`src/rtl/acc_pkg.sv`:
```
// Shared definitions for the accumulator sequencer: widths, fixed-point
// constants and the controller state encoding.
package acc_pkg;

  localparam int DATA_W    = 13;
  localparam int ACC_W     = 21;
  localparam int FRAC_BITS = 4;
  localparam int TMR_W     = 3;

  localparam logic signed [DATA_W-1:0] Q_ONE = 13'sd16;

  typedef enum logic [2:0] {
    ST_IDLE  = 3'd0,
    ST_CLEAR = 3'd1,
    ST_ACCUM = 3'd2,
    ST_DRAIN = 3'd3,
    ST_OUT   = 3'd4
  } state_e;

endpackage

```
`src/rtl/accumulator_seq_ctrl_if.sv`:
```
// Sample stream in and window-sum stream out, both valid/ready.
// master = source/sink side, slave = controller side.
interface accumulator_seq_ctrl_if #(
  parameter int DATA_W = acc_pkg::DATA_W,
  parameter int ACC_W  = acc_pkg::ACC_W
) ();

  logic [DATA_W-1:0] in_data;
  logic              in_valid;
  logic              in_ready;
  logic [ACC_W-1:0]  out_data;
  logic              out_valid;
  logic              out_ready;

  modport master (
    output in_data, in_valid, out_ready,
    input  in_ready, out_data, out_valid
  );

  modport slave (
    input  in_data, in_valid, out_ready,
    output in_ready, out_data, out_valid
  );

endinterface

```
`src/rtl/acc_seq_timer.sv`:
```
// Loadable down-counter; loading N keeps done low for N cycles, so a state
// that exits on done lasts N+1 cycles.
module acc_seq_timer #(
  parameter int W = acc_pkg::TMR_W
) (
  input  logic         clk,
  input  logic         rst,
  input  logic         load_i,
  input  logic [W-1:0] load_val_i,
  output logic         done_o
);

  logic [W-1:0] count_q;
  logic [W-1:0] count_d;

  always_comb begin
    count_d = count_q;
    if (load_i) begin
      count_d = load_val_i;
    end else if (count_q != '0) begin
      count_d = count_q - W'(1);
    end
  end

  always_ff @(posedge clk) begin
    if (!rst) begin
      count_q <= '0;
    end else begin
      count_q <= count_d;
    end
  end

  assign done_o = (count_q == '0);

endmodule

```
`src/rtl/accumulator_seq_ctrl.sv`:
```
// Window sequencer for the pipelined fixed-point accumulator: clears it,
// feeds exactly len_q samples, flushes the pipeline and hands out the sum.
module accumulator_seq_ctrl #(
  parameter int DATA_W = acc_pkg::DATA_W,
  parameter int ACC_W  = acc_pkg::ACC_W,
  parameter int LEN_W  = 8,
  parameter int LAT    = 1
) (
  input  logic                   clk,
  input  logic                   rst,
  input  logic                   start,
  input  logic                   cont,
  input  logic [LEN_W-1:0]       cfg_len,
  accumulator_seq_ctrl_if.slave  bus,
  output logic                   acc_ce,
  output logic                   acc_rst,
  output logic [DATA_W-1:0]      acc_a,
  input  logic [ACC_W-1:0]       acc_sum,
  output logic                   busy
);

  import acc_pkg::*;

  state_e             state_q, state_d;
  logic [LEN_W-1:0]   len_q, len_d;
  logic [LEN_W-1:0]   cnt_q, cnt_d;
  logic               acc_ce_q, acc_ce_d;
  logic               acc_rst_q, acc_rst_d;
  logic [DATA_W-1:0]  acc_a_q, acc_a_d;
  logic [ACC_W-1:0]   out_data_q, out_data_d;
  logic               out_valid_q, out_valid_d;
  logic               busy_q, busy_d;
  logic               accept;
  logic               tmr_load;
  logic               tmr_done;

  acc_seq_timer #(.W(TMR_W)) u_timer (
    .clk        (clk),
    .rst        (rst),
    .load_i     (tmr_load),
    .load_val_i (TMR_W'(LAT)),
    .done_o     (tmr_done)
  );

  assign accept = bus.in_valid && (state_q == ST_ACCUM);

  always_comb begin
    state_d     = state_q;
    len_d       = len_q;
    cnt_d       = cnt_q;
    out_data_d  = out_data_q;
    out_valid_d = out_valid_q;
    tmr_load    = 1'b0;

    case (state_q)
      ST_IDLE: begin
        if (start) begin
          len_d    = (cfg_len == '0) ? LEN_W'(1) : cfg_len;
          state_d  = ST_CLEAR;
          tmr_load = 1'b1;
        end
      end
      ST_CLEAR: begin
        if (tmr_done) begin
          state_d = ST_ACCUM;
          cnt_d   = '0;
        end
      end
      ST_ACCUM: begin
        if (accept) begin
          cnt_d = cnt_q + LEN_W'(1);
          if (cnt_q == len_q - LEN_W'(1)) begin
            state_d  = ST_DRAIN;
            tmr_load = 1'b1;
          end
        end
      end
      ST_DRAIN: begin
        // The done cycle is the capture cycle: the last sample has settled.
        if (tmr_done) begin
          out_data_d  = acc_sum;
          out_valid_d = 1'b1;
          state_d     = ST_OUT;
        end
      end
      ST_OUT: begin
        if (out_valid_q && bus.out_ready) begin
          out_valid_d = 1'b0;
          if (cont) begin
            state_d  = ST_CLEAR;
            tmr_load = 1'b1;
          end else begin
            state_d = ST_IDLE;
          end
        end
      end
      default: state_d = ST_IDLE;
    endcase

    // Accumulator controls are registered, so they are decoded from the
    // upcoming state to line up with it.
    acc_rst_d = (state_d == ST_IDLE) || (state_d == ST_CLEAR);
    acc_ce_d  = (state_d == ST_CLEAR) || accept ||
                ((state_q == ST_DRAIN) && !tmr_done);
    acc_a_d   = accept ? bus.in_data : '0;
    busy_d    = (state_d != ST_IDLE);
  end

  always_ff @(posedge clk) begin
    if (!rst) begin
      state_q     <= ST_IDLE;
      len_q       <= '0;
      cnt_q       <= '0;
      acc_ce_q    <= 1'b0;
      acc_rst_q   <= 1'b1;
      acc_a_q     <= '0;
      out_data_q  <= '0;
      out_valid_q <= 1'b0;
      busy_q      <= 1'b0;
    end else begin
      state_q     <= state_d;
      len_q       <= len_d;
      cnt_q       <= cnt_d;
      acc_ce_q    <= acc_ce_d;
      acc_rst_q   <= acc_rst_d;
      acc_a_q     <= acc_a_d;
      out_data_q  <= out_data_d;
      out_valid_q <= out_valid_d;
      busy_q      <= busy_d;
    end
  end

  assign bus.in_ready  = (state_q == ST_ACCUM);
  assign bus.out_data  = out_data_q;
  assign bus.out_valid = out_valid_q;
  assign acc_ce        = acc_ce_q;
  assign acc_rst       = acc_rst_q;
  assign acc_a         = acc_a_q;
  assign busy          = busy_q;

endmodule

```
`src/flat_wrapper.sv`:
```
// flat-port wrapper written by rule: the top's interface ports become plain ports
module accumulator_seq_ctrl_flat import acc_pkg::*;
#(
  parameter int DATA_W = acc_pkg::DATA_W,
  parameter int ACC_W  = acc_pkg::ACC_W,
  parameter int LEN_W  = 8,
  parameter int LAT    = 1
)
  (clk, rst, start, cont, cfg_len, acc_ce, acc_rst, acc_a, acc_sum, busy, bus_in_data, bus_in_valid, bus_out_ready, bus_in_ready, bus_out_data, bus_out_valid);
  accumulator_seq_ctrl_if #(.DATA_W(DATA_W), .ACC_W(ACC_W)) bus_i ();
  input  logic clk;
  input  logic rst;
  input  logic start;
  input  logic cont;
  input  logic [LEN_W-1:0] cfg_len;
  output logic acc_ce;
  output logic acc_rst;
  output logic [DATA_W-1:0] acc_a;
  input  logic [ACC_W-1:0] acc_sum;
  output logic busy;
  input wire logic [$bits(bus_i.in_data)-1:0] bus_in_data;
  input wire logic [$bits(bus_i.in_valid)-1:0] bus_in_valid;
  input wire logic [$bits(bus_i.out_ready)-1:0] bus_out_ready;
  output wire logic [$bits(bus_i.in_ready)-1:0] bus_in_ready;
  output wire logic [$bits(bus_i.out_data)-1:0] bus_out_data;
  output wire logic [$bits(bus_i.out_valid)-1:0] bus_out_valid;
  assign bus_i.in_data = bus_in_data;
  assign bus_i.in_valid = bus_in_valid;
  assign bus_i.out_ready = bus_out_ready;
  assign bus_in_ready = bus_i.in_ready;
  assign bus_out_data = bus_i.out_data;
  assign bus_out_valid = bus_i.out_valid;
  accumulator_seq_ctrl #(.DATA_W(DATA_W), .ACC_W(ACC_W), .LEN_W(LEN_W), .LAT(LAT)) u_core (.clk(clk), .rst(rst), .start(start), .cont(cont), .cfg_len(cfg_len), .bus(bus_i), .acc_ce(acc_ce), .acc_rst(acc_rst), .acc_a(acc_a), .acc_sum(acc_sum), .busy(busy));
endmodule
```
`config.mk`:
```
export PLATFORM = sky130hd
export DESIGN_NAME = accumulator_seq_ctrl_flat
export DESIGN_NICKNAME = d
export VERILOG_FILES = /design/src/rtl/acc_pkg.sv /design/src/rtl/accumulator_seq_ctrl_if.sv /design/src/rtl/acc_seq_timer.sv /design/src/rtl/accumulator_seq_ctrl.sv /design/src/flat_wrapper.sv
export SDC_FILE = /design/constraint.sdc
export NUM_CORES = 1
export LEC_CHECK = 0
export CORE_ASPECT_RATIO = 2
export CORE_MARGIN = 1
export CORE_UTILIZATION = 45
export DETAILED_ROUTE_END_ITERATION = 10
export MAX_ROUTING_LAYER = met4
export PLACE_DENSITY_LB_ADDON = 0.25
export SLEW_MARGIN = 0
export SYNTH_ARGS = -nofsm -noshare
export SYNTH_HDL_FRONTEND = slang
export SYNTH_SLANG_ARGS = --single-unit
```
`constraint.sdc`:
```
create_clock -name clk -period 2.4 [get_ports clk]
set_clock_uncertainty 0.05 [all_clocks]
set_input_delay 0.6 -clock clk [delete_from_list [all_inputs] [get_ports clk]]
set_output_delay 0.6 -clock clk [all_outputs]
set_load 0.005 [all_outputs]
```
==> results.txt <==
The flip-flop cell with the highest count after synthesis is sky130_fd_sc_hd__dfxtp_1. Post-synthesis cell type with the largest combined area: sky130_fd_sc_hd__dfxtp_1. For the sum of routed wire length over all layers, the log shows 6365 um.

Setup repair after global routing left no endpoint under its margin. The completed layout was analyzed and its total power is 2.604 mW. In the layout the commonest cells are 86 x sky130_fd_sc_hd__clkdlybuf4s50_1, 69 x sky130_fd_sc_hd__nand2_1, 59 x sky130_fd_sc_hd__dfxtp_1.

For this run, the register share of the synthesized area comes to 46.11%. The congestion estimate from routability-driven global placement came to 0.8745. The repair_antennas step left the layout with diodes totalling 0.

Clock tree synthesis found a total of 60 sinks. In this run, the number of DRC markers left after iteration 0 of detailed routing was 94. After global routing the overflow that remains totals 0.

The tools report the buffer type at the clock tree root as sky130_fd_sc_hd__clkbuf_8. At the worst endpoint, the arrival time is 2.41 ns. After synthesis, the cell types taking the most area are sky130_fd_sc_hd__dfxtp_1 46%, sky130_fd_sc_hd__nand2_1 9.9%, sky130_fd_sc_hd__a21boi_0 8.4%. The ratio of routed vias to standard cells is 5.198, and the pin count of the biggest net entering global routing is 37. The run gives 303 as the number of instances in the synthesized netlist. For the pin with the worst max-slew slack, the measured transition is 0.7999 ns. The run gives 0 as the final max-slew violation count.

The clock reaches the later pin of the worst-skew pair after 0.33 ns. Summing every instance area after synthesis gives 2605 um^2. Synthesis inferred 60 register bits.

Subtracting the final worst setup slack from the clock period gives 2.239 ns. The placement-stage cell area came out at 3543 um^2. The worst setup path is of the input pin to flop kind. Detailed placement finished with a half-perimeter wire length of 4653 um. The via count of the first global-routing pass is 2287. The final cell area excluding filler cells was 3692 um^2; the area share of the leading cell type in the synthesized netlist was 46.11%. Relative to the synthesized area, the layout overhead comes to 41.74%.

Footprint of the flip-flops and latches: 1202 um^2. Leaving out fill and tap cells, the most frequent cell in the layout is sky130_fd_sc_hd__clkdlybuf4s50_1. Cells fill 66.95% of the core in the end. The layout has 469 filler cells.

The area of combinational cells with multiple inputs is 1326 um^2, and the count of hold-fix buffers inserted at cts is 0. The tools report the H-tree depth as 3. TritonCTS built the clock tree.

The first detailed-routing pass took 4 iterations. The die is 109.6 um tall. The final hold violation count was 0. The logs give 0 for the initial antenna violation count and 87 for the I/O pin total. Buffers inserted during clock tree synthesis total 9. After synthesis, the mean cell area works out to 8.597 um^2. The internal portion of the total power is 1.841 mW. After synthesis, the share of flip-flops with an asynchronous set or reset is 0%. The relative max-transition margin is 46.22%, and the net count reported at finish is 445. For this design the ratio of total power to cell area is 705.3 nW/um^2.

The number of placed instances, taps included, is 442. The biggest fanout along the worst timing path was 5; the final critical-path share of the clock period was 93.28%. The highest ir drop seen on vdd is 0.0007006 V, and the clock transition time at the flip-flop clock pins of the worst setup and hold paths is 0.06 ns. In the global route stage, overall resource usage came out at 23.01%. For the static leakage, the log shows 1.335 nW. The die is 55.80 um wide. The post-route antenna net violation count was 0; the proportion of layout cells with a drive suffix above 1 was 7.107%.

The switching portion of total power works out to 29.31%. The kind of start point of the critical path is an input pin. After detailed routing, the number of remaining DRC violations is 0.

The die outline area is 6116 um^2, and the number of enable flip-flop cells after synthesis is 0. The run gives 46 as the number of unique standard cell types used by synthesis. The tools report the power share of the sequential group as 44.6%. In the final routed layout, each cell accounts on average for 14.02 um. The final count of negative-setup-slack endpoints was 0. The tools report the area of the core region as 5515 um^2. The maximum clock insertion buffer count was 2. The logs give 0 for the number of warnings reported in the yosys synthesis log and 454 for the count of non-filler cells in the finished layout. The run finished with clean final reports. Counting every net in the synthesized netlist gives 355.

The run gives 2.58 ns as the required time of the critical path. The logs give 27.8% for the part of the total power dissipated in combinational logic and 446.7 MHz for the fmax. The count of buffers added on input and output ports is 86. The global-route wire length before repair came out at 10470 um. Final hold analysis gives a worst-case slack of 0.4106 ns. The number of vias after detailed routing was 2360; the power share of the clock group was 27.6%. Summed over all nets, the switching power comes to 0.7634 mW.

For this configuration, the core starts out at a cell density of 47.23%. Across the run, the number of max-cap violations was 0. The class of the tightest hold or removal check is flop to flop.

After floorplanning, the core was divided into 38 placement rows. Kind of capture point of the worst setup path: a flop.
==> registers in the layout (all words and copies together), names as in the netlist <==
name                    count
u_core.acc_a               13
u_core.acc_ce               1
u_core.acc_rst              1
u_core.bus.out_data        21
u_core.bus.out_valid        1
u_core.busy                 1
u_core.cnt_q                8
u_core.len_q                8
u_core.state_q              3
u_core.u_timer.count_q      3
==> critical path: stages <==
cell and delay, ns:
sky130_fd_sc_hd__clkdlybuf4s50_1 0.48, sky130_fd_sc_hd__nand3b_1 0.09, sky130_fd_sc_hd__or4_4 0.43, sky130_fd_sc_hd__nor4_2 0.27
sky130_fd_sc_hd__o2111ai_1 0.28, sky130_fd_sc_hd__and4b_1 0.26
==> synth_stat cells, types with 4 or more instances <==
cell type                  instances
sky130_fd_sc_hd__clkbuf_1         14
sky130_fd_sc_hd__o21ai_0           4
sky130_fd_sc_hd__nand2_1          69
sky130_fd_sc_hd__nand4_1           6
sky130_fd_sc_hd__a21boi_0         29
sky130_fd_sc_hd__ha_1              4
sky130_fd_sc_hd__a21oi_1           9
sky130_fd_sc_hd__inv_1             4
sky130_fd_sc_hd__xor2_1            6
sky130_fd_sc_hd__dfxtp_1          60
sky130_fd_sc_hd__xnor2_1          10
sky130_fd_sc_hd__nand3_1           7
sky130_fd_sc_hd__and2_1           16
sky130_fd_sc_hd__nor2_1           21
==> logic make-up (layout without fill, tap and decap cells) <==
| kind of cell | Yosys count | after routing | share of synthesized area [%] |
|---|---|---|---|
| compound gates | 57 | 57 | 15.51 |
| xor+xnor | 16 | 16 | 5.379 |
| fa+ha+maj | 4 | 4 | 1.921 |
| buf+inv | 20 | 111 | 3.074 |
| flops | 60 | 60 | 46.11 |
| mux | 3 | 3 | 1.249 |
| simple gates | 143 | 143 | 26.75 |
==> metrics by stage <==
step	TNS, ns	setup WS (ns)
5_1_grt	0	0.04289
2_1_floorplan	0	0.4444
4_1_cts	0	0.06361
3_3_place_gp	-0.5367	-0.1762
3_5_place_dp	-0.6967	-0.2066
6_report	0	0.1613
==> metal layers <==
metal | GRT usage, % | wire, um
met4 | 9.643 | 61
met5 | - | 0
met3 | 6.471 | 286
met2 | 42.25 | 3562
met1 | 22.42 | 2455
==> worst paths after layout <==
| check | slack (ns) | depth (start not counted) | startpoint | end |
|---|---|---|---|---|
| worst max-delay path | 0.16 | 6 | bus_in_valid | u_core.u_timer.count_q[2] |
| worst min-delay path | 0.41 | 2 | u_core.bus.out_data[20] | u_core.bus.out_data[20] |
| worst max register to register | 0.26 | 7 | u_core.len_q[1] | u_core.u_timer.count_q[2] |
| worst min register to register | 0.41 | 2 | u_core.bus.out_data[20] | u_core.bus.out_data[20] |
==> power groups by stage <==
stage               clock, mW  sequential, mW  combinational [mW]
CTS                     0.742            1.16               0.728
finish                  0.718            1.16               0.725
global placement            0            1.18               0.708
floorplan                   0            1.15               0.458
detailed placement          0            1.18               0.722
global route            0.783            1.17               0.803
==> cell type report <==
| type | instances | area share (%) |
|---|---|---|
| multi-input combinational | 223 | 35.92 |
| sequential | 60 | 32.57 |
| timing repair buffer | 95 | 25.14 |
| clock buffer | 12 | 3.931 |
| tap | 60 | 2.033 |
| inverter | 4 | 0.4066 |
==> timing repair <==
action,4_1_cts,5_1_grt
buffers inserted,0,0
endpoints found under the setup margin,1,1
resized for setup,1,1
No activity file was read; power rests on OpenSTA's default activity.
